**src/rtl/bebidas_pkg.sv**
```systemverilog
// +----------------------------------------------------------------------------+
// | Module      : bebidas_pkg                                                  |
// | Description : States, drink codes and price lookup for the drink vendor.   |
// | Revision    : 1.0 - initial release                                        |
// +----------------------------------------------------------------------------+
`default_nettype none

package bebidas_pkg;

   typedef enum logic [2:0] {
      IDLE   = 3'd0,
      CHECK  = 3'd1,
      PREP   = 3'd2,
      CAMBIO = 3'd3,
      DONE   = 3'd4
   } estado_t;

   localparam logic [2:0] SEL_BEBIDA_1 = 3'b001;
   localparam logic [2:0] SEL_BEBIDA_2 = 3'b010;
   localparam logic [2:0] SEL_BEBIDA_3 = 3'b011;
   localparam logic [2:0] SEL_BEBIDA_4 = 3'b100;

   typedef struct packed {
      logic       valido;
      logic [2:0] precio;
   } precio_t;

   // Price in units of 100; any code outside the table is flagged invalid.
   function automatic precio_t precio_de(input logic [2:0] sel);
      precio_t p;
      p.valido = 1'b1;
      p.precio = 3'd0;
      case (sel)
         SEL_BEBIDA_1: p.precio = 3'd3;
         SEL_BEBIDA_2: p.precio = 3'd5;
         SEL_BEBIDA_3: p.precio = 3'd4;
         SEL_BEBIDA_4: p.precio = 3'd2;
         default:      p.valido = 1'b0;
      endcase
      return p;
   endfunction

endpackage

`default_nettype wire

```
**src/rtl/detector_flanco.sv**
```systemverilog
// +----------------------------------------------------------------------------+
// | Module      : detector_flanco                                              |
// | Description : Generic 1-bit rising-edge detector with registered history.  |
// | Revision    : 1.0 - initial release                                        |
// +----------------------------------------------------------------------------+
`default_nettype none

module detector_flanco (
   input  logic clk,
   input  logic rst,
   input  logic d,
   output logic flanco
);

   logic prev_q;
   logic prev_d;

   always_comb prev_d = d;

   always_ff @(posedge clk or negedge rst) begin
      if (!rst) prev_q <= 1'b0;
      else      prev_q <= prev_d;
   end

   assign flanco = d & ~prev_q;

endmodule

`default_nettype wire

```
**src/rtl/dispensador_bebidas.sv**
```systemverilog
// +----------------------------------------------------------------------------+
// | Module      : dispensador_bebidas                                          |
// | Description : Credit accumulation, price check, timed preparation and     |
// |               change payout. REEMBOLSO_EN adds the cancelar refund input. |
// | Revision    : 1.0 - initial release                                        |
// +----------------------------------------------------------------------------+
`default_nettype none

module dispensador_bebidas
   import bebidas_pkg::*;
#(
   parameter int CRED_W      = 5,
   parameter int PREP_CYCLES = 8
) (
   input  logic              clk,
   input  logic              rst,
   input  logic              suma100,
   input  logic              suma500,
   input  logic              enable,
   input  logic [2:0]        sel,
`ifdef REEMBOLSO_EN
   input  logic              cancelar,
`endif
   output logic [CRED_W-1:0] credito,
   output logic              preparando,
   output logic              vuelto100,
   output logic              listo,
   output logic              error_fondos
);

   localparam int                CNT_W    = (PREP_CYCLES > 1) ? $clog2(PREP_CYCLES) : 1;
   localparam int                SUM_W    = CRED_W + 3;
   localparam logic [CNT_W-1:0]  CNT_INI  = CNT_W'(PREP_CYCLES - 1);
   localparam logic [CRED_W-1:0] CRED_MAX = {CRED_W{1'b1}};

   estado_t           state_q, state_d;
   logic [CRED_W-1:0] credito_q, credito_d;
   logic [2:0]        sel_q, sel_d;
   logic [CNT_W-1:0]  cnt_q, cnt_d;

   logic              flanco100, flanco500, flanco_en;
   logic              cancela;
   logic [SUM_W-1:0]  suma;
   precio_t           p;
   logic [CRED_W-1:0] precio_ext;
   logic              compra_ok;

   detector_flanco u_det100 (.clk(clk), .rst(rst), .d(suma100), .flanco(flanco100));
   detector_flanco u_det500 (.clk(clk), .rst(rst), .d(suma500), .flanco(flanco500));
   detector_flanco u_det_en (.clk(clk), .rst(rst), .d(enable),  .flanco(flanco_en));

`ifdef REEMBOLSO_EN
   assign cancela = cancelar && (credito_q != '0);
`else
   assign cancela = 1'b0;
`endif

   assign p          = precio_de(sel_q);
   assign precio_ext = CRED_W'(p.precio);
   assign compra_ok  = p.valido && (credito_q >= precio_ext);

   always_comb begin
      state_d   = state_q;
      credito_d = credito_q;
      sel_d     = sel_q;
      cnt_d     = cnt_q;
      suma      = '0;
      case (state_q)
         IDLE: begin
            // Coins arriving with the selection edge are credited before CHECK.
            suma = SUM_W'(credito_q) + SUM_W'(flanco100) + (flanco500 ? SUM_W'(5) : SUM_W'(0));
            credito_d = (suma > SUM_W'(CRED_MAX)) ? CRED_MAX : suma[CRED_W-1:0];
            if (cancela) begin
               state_d = CAMBIO;
            end else if (flanco_en) begin
               sel_d   = sel;
               state_d = CHECK;
            end
         end
         CHECK: begin
            if (compra_ok) begin
               credito_d = credito_q - precio_ext;
               cnt_d     = CNT_INI;
               state_d   = PREP;
            end else begin
               state_d = IDLE;
            end
         end
         PREP: begin
            if (cnt_q == '0) state_d = CAMBIO;
            else             cnt_d   = cnt_q - CNT_W'(1);
         end
         CAMBIO: begin
            // The last decrement and the exit to DONE share a cycle.
            if (credito_q != '0) begin
               credito_d = credito_q - CRED_W'(1);
               if (credito_q == CRED_W'(1)) state_d = DONE;
            end else begin
               state_d = DONE;
            end
         end
         DONE:    state_d = IDLE;
         default: state_d = IDLE;
      endcase
   end

   always_ff @(posedge clk or negedge rst) begin
      if (!rst) begin
         state_q   <= IDLE;
         credito_q <= '0;
         sel_q     <= '0;
         cnt_q     <= '0;
      end else begin
         state_q   <= state_d;
         credito_q <= credito_d;
         sel_q     <= sel_d;
         cnt_q     <= cnt_d;
      end
   end

   assign credito      = credito_q;
   assign preparando   = (state_q == PREP);
   assign vuelto100    = (state_q == CAMBIO) && (credito_q != '0);
   assign listo        = (state_q == DONE);
   assign error_fondos = (state_q == CHECK) && !compra_ok;

endmodule

`default_nettype wire

```
**config.mk**
```make
export PLATFORM = sky130hd
export DESIGN_NAME = dispensador_bebidas
export DESIGN_NICKNAME = d
export VERILOG_FILES = /design/src/rtl/bebidas_pkg.sv /design/src/rtl/detector_flanco.sv /design/src/rtl/dispensador_bebidas.sv
export SDC_FILE = /design/constraint.sdc
export NUM_CORES = 1
export LEC_CHECK = 0
export CAP_MARGIN = 15
export CORE_MARGIN = 8
export CORE_UTILIZATION = 55
export CTS_CLUSTER_DIAMETER = 40
export CTS_CLUSTER_SIZE = 28
export DETAILED_ROUTE_END_ITERATION = 12
export HOLD_SLACK_MARGIN = 0.06
export PLACE_DENSITY = 0.79
export SYNTH_ARGS = -nofsm -noshare
export SYNTH_HDL_FRONTEND = slang
export SYNTH_SLANG_ARGS = --single-unit
export TNS_END_PERCENT = 10
```
**constraint.sdc**
```tcl
create_clock -name clk -period 2.5 [get_ports clk]
set_input_delay 0.375 -clock clk [delete_from_list [all_inputs] [get_ports clk]]
set_output_delay 0.375 -clock clk [all_outputs]
set_load 0.03 [all_outputs]
```
### Word-level counts from Yosys, hierarchy flattened

Cells that the tools add are included.
Widths: inputs -> output; s select.

| cells by class | value |
|---|---|
| $add $sub $neg | 5 |
| mux-type cells | 16 |
| reduce and logical (&&, ||, !) cells | 14 |
| eq/ne operators | 15 |
| order comparisons | 2 |
| bitwise operators | 6 |

Operators with widths:

| kind | count |
|---|---|
| $pmux 3 s4 | 2 |
| $mux 3 | 7 |
| $mux 5 | 3 |
| $pmux 5 s3 | 1 |
| $eq 3x2->1 const B | 4 |
| $reduce_and 3->1 | 3 |
| $ne 2x2->1 const B | 4 |
| $add 6x3->7 | 1 |
| $gt 7x5->1 const B | 1 |
| $add 5x1->6 | 1 |
| $eq 3x1->1 const B | 2 |
| $eq 3x3->1 const B | 2 |
| $logic_not 3->1 | 2 |
| $pmux 3 s2 | 1 |
| $eq 5x1->1 const B | 1 |
| $ge 5x3->1 | 1 |
| $reduce_bool 5->1 | 1 |
| $sub 5x1->5 const B | 1 |
| $sub 5x3->5 | 1 |
| $reduce_or 4->1 | 1 |
| $and 1x1->1 | 3 |
| $logic_and 1x1->1 | 3 |
| $ne 3x3->1 const B | 1 |
| $not 1->1 | 3 |
| 8 further kinds | 8 |

| word-level totals | value |
|---|---|
| register bits after elaboration | 17 |
| logic and storage cells | 65 |
| output and inout port bits | 9 |

### Logic depth before layout (Yosys ltp)

Gate-level depths: netlist of the first run.

| depth | value |
|---|---|
| depth after elaboration | 7 |
| depth in mapped cells | 10 |

### Modules after synthesis

Synthesis of the first run repeated with hierarchy kept, for this count alone.

| second synthesis, totals | value |
|---|---|
| cell total of the unflattened synthesis | 131 |
| area total of the unflattened synthesis | 1265.0 sq um |

Modules (own cells, without submodules):

| module | times used | sequential area each (sq um) | cells an instance | area an instance (sq um) |
|---|---|---|---|---|
| dispensador_bebidas | 1 | 350.3 | 125 | 1148.6 |
| detector_flanco | 3 | 25.0 | 2 | 38.8 |

### Worst setup path before layout of the first run

No wires, ideal clock.

| timing path | value |
|---|---|
| kind | flip-flop to output port |
| start point | register credito_q[0], in the netlist credito[0] |
| end point | output port error_fondos |
| data required time | 2.125 ns |
| slack | 0.054 ns |
| data arrival time | 2.071 ns |
| stages on the path, launching flop included | 6 |
| cells stage by stage | dfrtp_1 inv_1 ha_1 a311oi_2 a311oi_4 nor2_1 |

| on the way | value |
|---|---|
| longest elaborated chain between the ends | 4 |

RTL lines:

| item | line | RTL |
|---|---|---|
| start, declared | dispensador_bebidas.sv:37 | `logic [CRED_W-1:0] credito_q, credito_d;` |
| start signal, assigned | dispensador_bebidas.sv:115 | `credito_q <= credito_d;` |
| $ge 5x3->1 | dispensador_bebidas.sv:60 | `assign compra_ok = p.valido && (credito_q >= precio_ext);` |
| $logic_and 1x1->1 | dispensador_bebidas.sv:60 |  |
| $logic_not 1->1 | dispensador_bebidas.sv:125 | `assign error_fondos = (state_q == CHECK) && !compra_ok;` |
| $logic_and 1x1->1 | dispensador_bebidas.sv:125 |  |
| end, declared | dispensador_bebidas.sv:28 | `output logic error_fondos` |

Every way passes these cells.

### Final worst setup path of the first run

| timing path | value |
|---|---|
| start point | register sel_q[2] |
| end point | output port error_fondos |

| on the way | value |
|---|---|
| longest elaborated chain between the ends | 6 |
| elaborated cells on any way between the ends | 11 |
| those cells by class | order compare (1); eq/ne (4); mux (2); reduce/logical (4) |

RTL lines:

| item | line | RTL |
|---|---|---|
| start, declared | dispensador_bebidas.sv:38 | `logic [2:0] sel_q, sel_d;` |
| start signal, assigned | dispensador_bebidas.sv:116 | `sel_q <= sel_d;` |
| $eq 3x3->1, or another cell as far along | bebidas_pkg.sv:33 | `case (sel)` |
| $pmux 3 s4 or $reduce_or 4->1 (tied branches) | -- |  |
| $ge 5x3->1 or $mux 1 (tied branches) | dispensador_bebidas.sv:60, bebidas_pkg.sv:33 |  |
| $logic_and 1x1->1 * | dispensador_bebidas.sv:60 |  |
| $logic_not 1->1 * | dispensador_bebidas.sv:125 |  |
| $logic_and 1x1->1 * | dispensador_bebidas.sv:125 |  |

Every way passes the cells marked *; elsewhere a longest branch is shown, timed or not.

==> flow_results.org, run 1 <==
** Outcome
- The run finished with clean final reports.

** Floorplanning
- Starting Density :: 0.5871
- The initialized floorplan defines 17 standard-cell rows.
- Horizontal extent of the die :: 65.06 µm
- Floorplan core area :: 2255 µm²
- Die Outline Area :: 4233 µm²
- In this run the count of I/O pins placed on the die edge is 17.
- The die is 65.06 µm tall.

** Global routing
- Number of global-route vias before repair :: 1184
- For this run, global-route usage on met2 was measured as 0.2410.
- Antenna violations before repair :: 0
- Entering global routing, the biggest net connects 18 pins.
- After global routing, the most crowded layer is met2.
- For met1 alone, demand over resource in global routing was 0.1899.
- The first global-routing pass estimated 5264 µm of wire.
- GR Layer Usage met3 :: 0.03436
- Residual overflow from global routing :: 0
- Across every metal layer, demand over resource in global routing totals 0.1523.

** Setup path
- Data required time of the worst path :: 2.12 ns
- Data arrives at the worst endpoint at 2.08 ns.
- The worst setup path is launched from a flip-flop.
- Crit path max fanout :: 6
- The setup path with the least slack is of type reg2out.
- STA classifies the critical path endpoint as an output port.

** Clocking
- The number of clock buffers added by TritonCTS is 3.
- H-tree depth :: 1
- Hold buffer count at cts :: 0
- CTS root buffer :: sky130_fd_sc_hd__clkbuf_4
- Clock-pin slew was measured on the worst setup and hold paths at 0.11 ns.
- Maximum buffer depth of the clock tree :: 2
- For this design, the sink count on the clock tree is 17.
- The later pin in the worst-skew pair is clocked with a latency of 0.31 ns.
- TritonCTS built the clock tree.

** Cells and area
- Leaving out fill and tap cells, the most frequent cells in the layout are 15 x sky130_fd_sc_hd__nor2_1, 15 x sky130_fd_sc_hd__dfrtp_1, 14 x sky130_fd_sc_hd__clkdlybuf4s50_1.
- After routing the design area is 1648 µm².
- Number of nets in the finished design :: 188
- 0 antenna diodes ended up in the layout.
- In the final layout, the share of cells above drive strength 1 is 0.2024.
- Area delta synth->final :: 24.48%
- Number of cells in the finished layout apart from fillers :: 196

** Synth
- After technology mapping, the gate count stands at 141.
- Counting flops and latches in the post-synthesis netlist gives 17.
- Sequential-to-total area share from yosys stat :: 0.3214
- Synthesis produced a netlist with a net count of 160.
- A synthesized cell averages 9.388 µm².
- Synthesis instantiated 47 different standard cells from the library.
- Yosys mapped a number of flops with a built-in enable equal to 0.
- Total of warnings raised by yosys :: 0
- Top flip-flop cell by instance count after synthesis :: sky130_fd_sc_hd__dfrtp_1
- Of all flip-flops after synthesis, the portion carrying an async set or reset was 1.000.
- Post-synthesis cell area :: 1324 µm²

** Drt
- In the final routed layout, each cell accounts on average for 17.22 µm.
- The pre-antenna-repair detailed-routing pass consisted of 4 iterations.
- The count of nets left with antenna violations once routing finished came out at 0.
- The detailed router finished its first iteration with 70 violations.
- Number of vias after detailed routing :: 1219
- Post-detailed-route via-to-cell ratio :: 6.219
- For this run, design rule violations remaining after detail routing come to 0.
- After detailed routing, the total wire length is 3376 µm.

** STA
- Setup repair after global routing could not meet its margin everywhere.
- Final Hold Fails :: 0
- Headroom to the max-slew limit came out at 0.4577.
- Clock skew on the completed layout was measured at 0.01260 ns.
- Pins over their slew limit :: 0
- At the pin with the least slew margin, the transition time is 0.8109 ns.
- Final period demand of the worst path :: 2.458 ns
- Dividing the final minimum period by the clock period gives 0.9833.
- Timing-limited maximum frequency :: 406.8 MHz
- Final number of setup-violating endpoints :: 0
- Post-route worst setup slack :: 0.04175 ns

** Place
- Placed cell areas :: 1545 µm²
- After legalization and detailed placement, the total HPWL measured 2338 µm.
- Timing analysis after detailed placement gives a worst setup slack of 0.09470 ns.
- Placer Congestion :: 0.8745
- I/O Buffers :: 16
- Count of placed standard cells including taps :: 187

** Job
- Max-capacitance violation count :: 0

** Min path
- Worst min-delay path class :: reg2reg
registers in the layout, indices dropped and copies added, names as in the netlist:
signal	flops
sel_q	3
u_det_en.prev_q	1
state_q	3
u_det100.prev_q	1
cnt_q	3
u_det500.prev_q	1
credito	5
kinds of logic (layout without fill, tap and decap cells):
family | after synthesis | after routing | synth area share
DFF | 17 | 17 | 0.3214
xor gates and xnor gates | 5 | 5 | 0.03308
AOI/OAI and AO/OA | 39 | 39 | 0.2250
and+or+nand+nor | 49 | 49 | 0.2231
muxes | 4 | 4 | 0.03308
adders and majority gates | 11 | 11 | 0.1153
buffers and inverters | 16 | 43 | 0.04915
synth_stat cells (all sizes together) (2+ instances only):
| library cell | count | area share |
|---|---|---|
| a211oi | 2 | 0.011 |
| a21o | 2 | 0.011 |
| a21oi | 9 | 0.037 |
| a22oi | 2 | 0.011 |
| a311oi | 2 | 0.031 |
| buf | 4 | 0.015 |
| dfrtp | 17 | 0.32 |
| fa | 2 | 0.030 |
| ha | 9 | 0.085 |
| inv | 11 | 0.031 |
| mux2 | 3 | 0.026 |
| nand2 | 6 | 0.017 |
| nand2b | 5 | 0.024 |
| nand3 | 4 | 0.019 |
| nor2 | 15 | 0.043 |
| nor2b | 2 | 0.0095 |
| nor3 | 4 | 0.015 |
| nor3b | 4 | 0.026 |
| o21ai | 12 | 0.054 |
| o22ai | 2 | 0.014 |
| o41ai | 2 | 0.013 |
| xnor2 | 4 | 0.026 |
worst max-delay path: stages, from the launching register on:
cell                       delay [ns]
sky130_fd_sc_hd__dfrtp_1         0.44
sky130_fd_sc_hd__xor2_1          0.16
sky130_fd_sc_hd__nand2b_1        0.15
sky130_fd_sc_hd__ha_4            0.24
sky130_fd_sc_hd__a311oi_4        0.37
sky130_fd_sc_hd__a311oi_4        0.14
sky130_fd_sc_hd__nor2_1          0.11
sky130_fd_sc_hd__buf_4           0.17
layer usage:
layer  routed length (µm)  up-vias
met4                  165        0
met3                  286       19
met1                 1388      569
met5                    0        -
met2                 1536       67
li1                     -      564
stage by stage:
step	hold WS, ns	util	TNS, ns
final	0.5088	0.7309	0
after global routing	0.5319	0.7309	-0.05030
after CTS	0.5125	0.7009	0
after detailed placement	0.4979	0.6854	0
after global placement	0.4801	0.6854	0
after floorplan	0.07941	-	0
layout make-up:
class | count | area (µm²)
Clock buffer | 3 | 22.52
Clock inverter | 1 | 5.005
Fill cell | 180 | 606.8
Inverter | 11 | 41.29
Multi-Input combinational cell | 108 | 869.6
Sequential cell | 17 | 427.9
Tap cell | 28 | 35.03
Timing Repair Buffer | 28 | 246.5
final timing paths:
check,start,end,slack (ns),cells after the start
worst max-delay path,sel_q[2],error_fondos,0.04,7
worst min register to register,cnt_q[0],cnt_q[0],0.51,1
max in group asynchronous,rst,sel_q[0],1.41,1
min in group asynchronous,rst,credito[1],0.52,1
worst min-delay path,cnt_q[0],cnt_q[0],0.51,1
worst max register to register,sel_q[2],credito[4],0.22,9
repair_timing:
action | 4_1_cts | 5_1_grt
pin swaps | 1 | 4
buffers inserted | 1 | 4
gates resized for setup | 2 | 5
endpoints found under the setup margin | 2 | 1
Power of run 1 is left out: the tool's default activity adds up to more than one toggle a clock period on the data nets, which glitch-free logic cannot reach.
==> run 2: changes to the inputs <==
Settings changed: CORE_UTILIZATION 55 to 62, DONT_BUFFER_PORTS set to 1, PLACE_DENSITY 0.79 to 0.78.
==> run 2 against run 1 <==
Net effect: the run now ends with setup timing left; utilization increased by 3.6 points; global-route usage up 1.4 points; sequential cell count is the same.
==> flow_results.org, run 2 (synthesized netlist as in run 1, its figures left out) <==
** Drt
- The total DRC errors in the routed layout came to 0 (unchanged).
- The total wire length came to 3234 µm (-4.2%).
- The routed length per instance is 17.39 µm (+0.94%).
- Number of iterations in the first detailed-routing pass :: 4 (unchanged)
- The vias after detailed routing came to 1146 (-6.0%).
- Antenna-violating nets left :: 0 (unchanged)
- The first-iteration detailed-routing DRC count was 87 (+24%).
- The via density per instance was 6.161 (-0.93%).

** Place
- Placer Congestion :: 0.8710 (-0.40%)
- The number of port buffers came to 0 (-16).
- Placement-stage worst setup slack :: 0.2582 ns (+0.1635 ns)
- Placed cell areas :: 1401 µm² (-9.3%)
- The HPWL reported at the end of detailed placement was 2220 µm (-5.0%).

** Setup path
- Tracing the worst setup path back leads to its startpoint at sel_q[1].
- In this run the critical register-to-register path is captured at credito[1].
- Crit path max-delay family :: compound AO/OA/AOI/OAI gates
- Number of stages on the worst setup path :: 7 (unchanged)
- Setup slack, reg-to-reg :: 0.02 ns (-0.20 ns)
- The arrival time reported for the critical path endpoint came to 2.15 ns (+0.07 ns).
- Critical path class :: reg2out
- Critical-path top delay cell :: sky130_fd_sc_hd__dfrtp_2
- Walking the worst path, the cells encountered are xnor2_1, nor2_1, ha_1, a311oi_2, a311oi_4, nor2_1, buf_4.
- Beginning of the worst register-to-register path :: sel_q[1]
- Endpoint kind of the worst setup timing path :: output port
- The endpoint required time on the critical path came to 2.12 ns (about the same).
- The number of buffers and inverters on the critical path was 1 (unchanged).
- The worst setup path is launched from a flip-flop.
- Crit path max fanout :: 6 (unchanged)
- The depth of the worst register-to-register path came to 10 (+1).
- Worst stage delay on the critical path :: 0.45 ns (about the same)
- Among the stages of the critical path, the cell type that occurs most often is sky130_fd_sc_hd__nor2_1.

** Clocking
- The worst-skew pair later-pin latency is 0.30 ns (about the same).
- Clock Pin Slew Worst Setup and Hold Paths :: 0.09 ns (-0.02 ns)
- TritonCTS built the clock tree.
- The number of sinks driven by the clock tree came to 17 (unchanged).
- Maximum buffer depth of the clock tree :: 2 (unchanged)
- CTS root buffer :: sky130_fd_sc_hd__clkbuf_4
- H-tree depth :: 1 (unchanged)
- The total clock buffers created by CTS was 3 (unchanged).

** Cells and area
- Fraction of layout cells with a size suffix above 1 :: 0.2264 (+0.02403)
- Leaving out fill and tap cells, the most frequent cells in the layout are 18 x sky130_fd_sc_hd__buf_4, 16 x sky130_fd_sc_hd__dfrtp_1, 15 x sky130_fd_sc_hd__nor2_1.
- The final non-filler cell area is 1519 µm² (-7.8%).
- Filler cell count in the final layout :: 138 (-23%)
- The flip-flop count of the largest register after layout came to 5 (unchanged).
- The number of nets in the layout is 179 (-4.8%).
- Area used by multi-input combinational logic :: 845.8 µm² (-2.7%)
- Area delta synth->final :: 14.75%
- Commonest non-fill, non-tap cell in the layout :: sky130_fd_sc_hd__buf_4
- Sequential Area :: 426.7 µm² (-0.29%)
- The antenna diode count is 0 (unchanged).

** STA
- Worst hold-check slack :: 0.09475 ns (-0.4141 ns)
- RSZ-0062 raised after global routing :: yes
- Setup TNS :: -0.02928 ns (-0.02928 ns)
- The final hold violation count is 0 (unchanged).
- Final number of setup-violating endpoints :: 1 (+1)
- Post-route worst setup slack :: -0.02928 ns (-0.07103 ns)
- The slew at the pin closest to its max-slew limit is 0.7754 ns (-0.03552 ns).
- The final period demand of the worst path was 2.529 ns (+0.07103 ns).
- Pins over their slew limit :: 0 (unchanged)
- Timing-limited maximum frequency :: 395.4 MHz (-2.8%)
- The setup clock skew after layout was 0.002408 ns (-0.01020 ns).
- Headroom to the max-slew limit :: 0.4814 (+0.02367)
- The ratio of final minimum period to clock period was 1.012 (+0.02841).

** Outcome
- Result of the run :: complete, but fails checks
- The final reports fail on setup timing.

** Global routing
- The via count of the first global-routing pass came to 1091 (-7.9%).
- The total global routing track utilization was 0.1662 (+0.01390).
- Residual overflow from global routing :: 0 (unchanged)
- The number of antenna violations at the first check in global routing was 0 (unchanged).
- First-pass GRT wire length :: 5333 µm (+1.3%)
- Pin count of the biggest net entering global routing :: 18 (unchanged)

** Min path
- The min-delay analysis places its worst path in the category in2reg.
- The worst hold path terminates at u_det_en.prev_q.
- The cell count of the worst hold path was 0 (-1).
- In this run the most critical hold path is launched from enable.

** Floorplanning
- Die H :: 62.21 µm (-4.4%)
- The die outline area came to 3869 µm² (-8.6%).
- The horizontal die dimension was 62.21 µm (-4.4%).
- Number of rows in the core area :: 16 (-1)
- Count of boundary I/O pins :: 17 (unchanged)
- The starting utilization of the core area is 0.6679 (+0.08080).
- Floorplan core area :: 1982 µm² (-12%)

** Job
- Max-capacitance violation count :: 0 (unchanged)
[run 2: cell types whose count changed in the layout (fill, tap and decap cells not counted), sizes merged]
cell           delta
clkdlybuf4s50    -14
buf               +5
clkbuf            +1
clkinv            -1
dlygate4sd2       -1
dlygate4sd3       +1
[run 2: layout make-up]
cell class | count | area share
Clock buffer | 4 | 0.01730
Inverter | 11 | 0.02718
Multi-Input combinational cell | 108 | 0.5568
Sequential cell | 17 | 0.2809
Tap cell | 27 | 0.02224
Timing Repair Buffer | 19 | 0.09555
[run 2: layer usage]
layer / vias up / global-route usage / wire length (µm)
met5: - / 0 / 0
met4: 0 / 0.06997 / 63
met3: 7 / 0.03584 / 260
met2: 45 / 0.2626 / 1487
met1: 551 / 0.2119 / 1423
li1: 543 / - / -
[run 2: worst max path at each step]
stage,endpoint,slack [ns]
finish,error_fondos,-0.03
floorplan,error_fondos,0.05
detailed placement,error_fondos,0.26
global route,error_fondos,-0.09
global placement,error_fondos,0.30
CTS,error_fondos,0.01
[run 2: per-stage QoR]
step                      instances  utilization
after CTS                       181       0.7405
after global routing            186       0.7664
after global placement          172       0.7071
after floorplan                 141            -
final                           186       0.7664
after detailed placement        172       0.7071
[run 2: repair_timing]
action | 4_1_cts | 5_1_grt
setup buffers | 4 | 5
hold buffers | 1 | 0
pin swaps | 2 | 4
endpoints found under the hold margin | 17 | 0
gates resized for setup | 0 | 2
cloned | 0 | 0
endpoints found under the setup margin | 1 | 1
Power of run 2 is left out for the same reason.
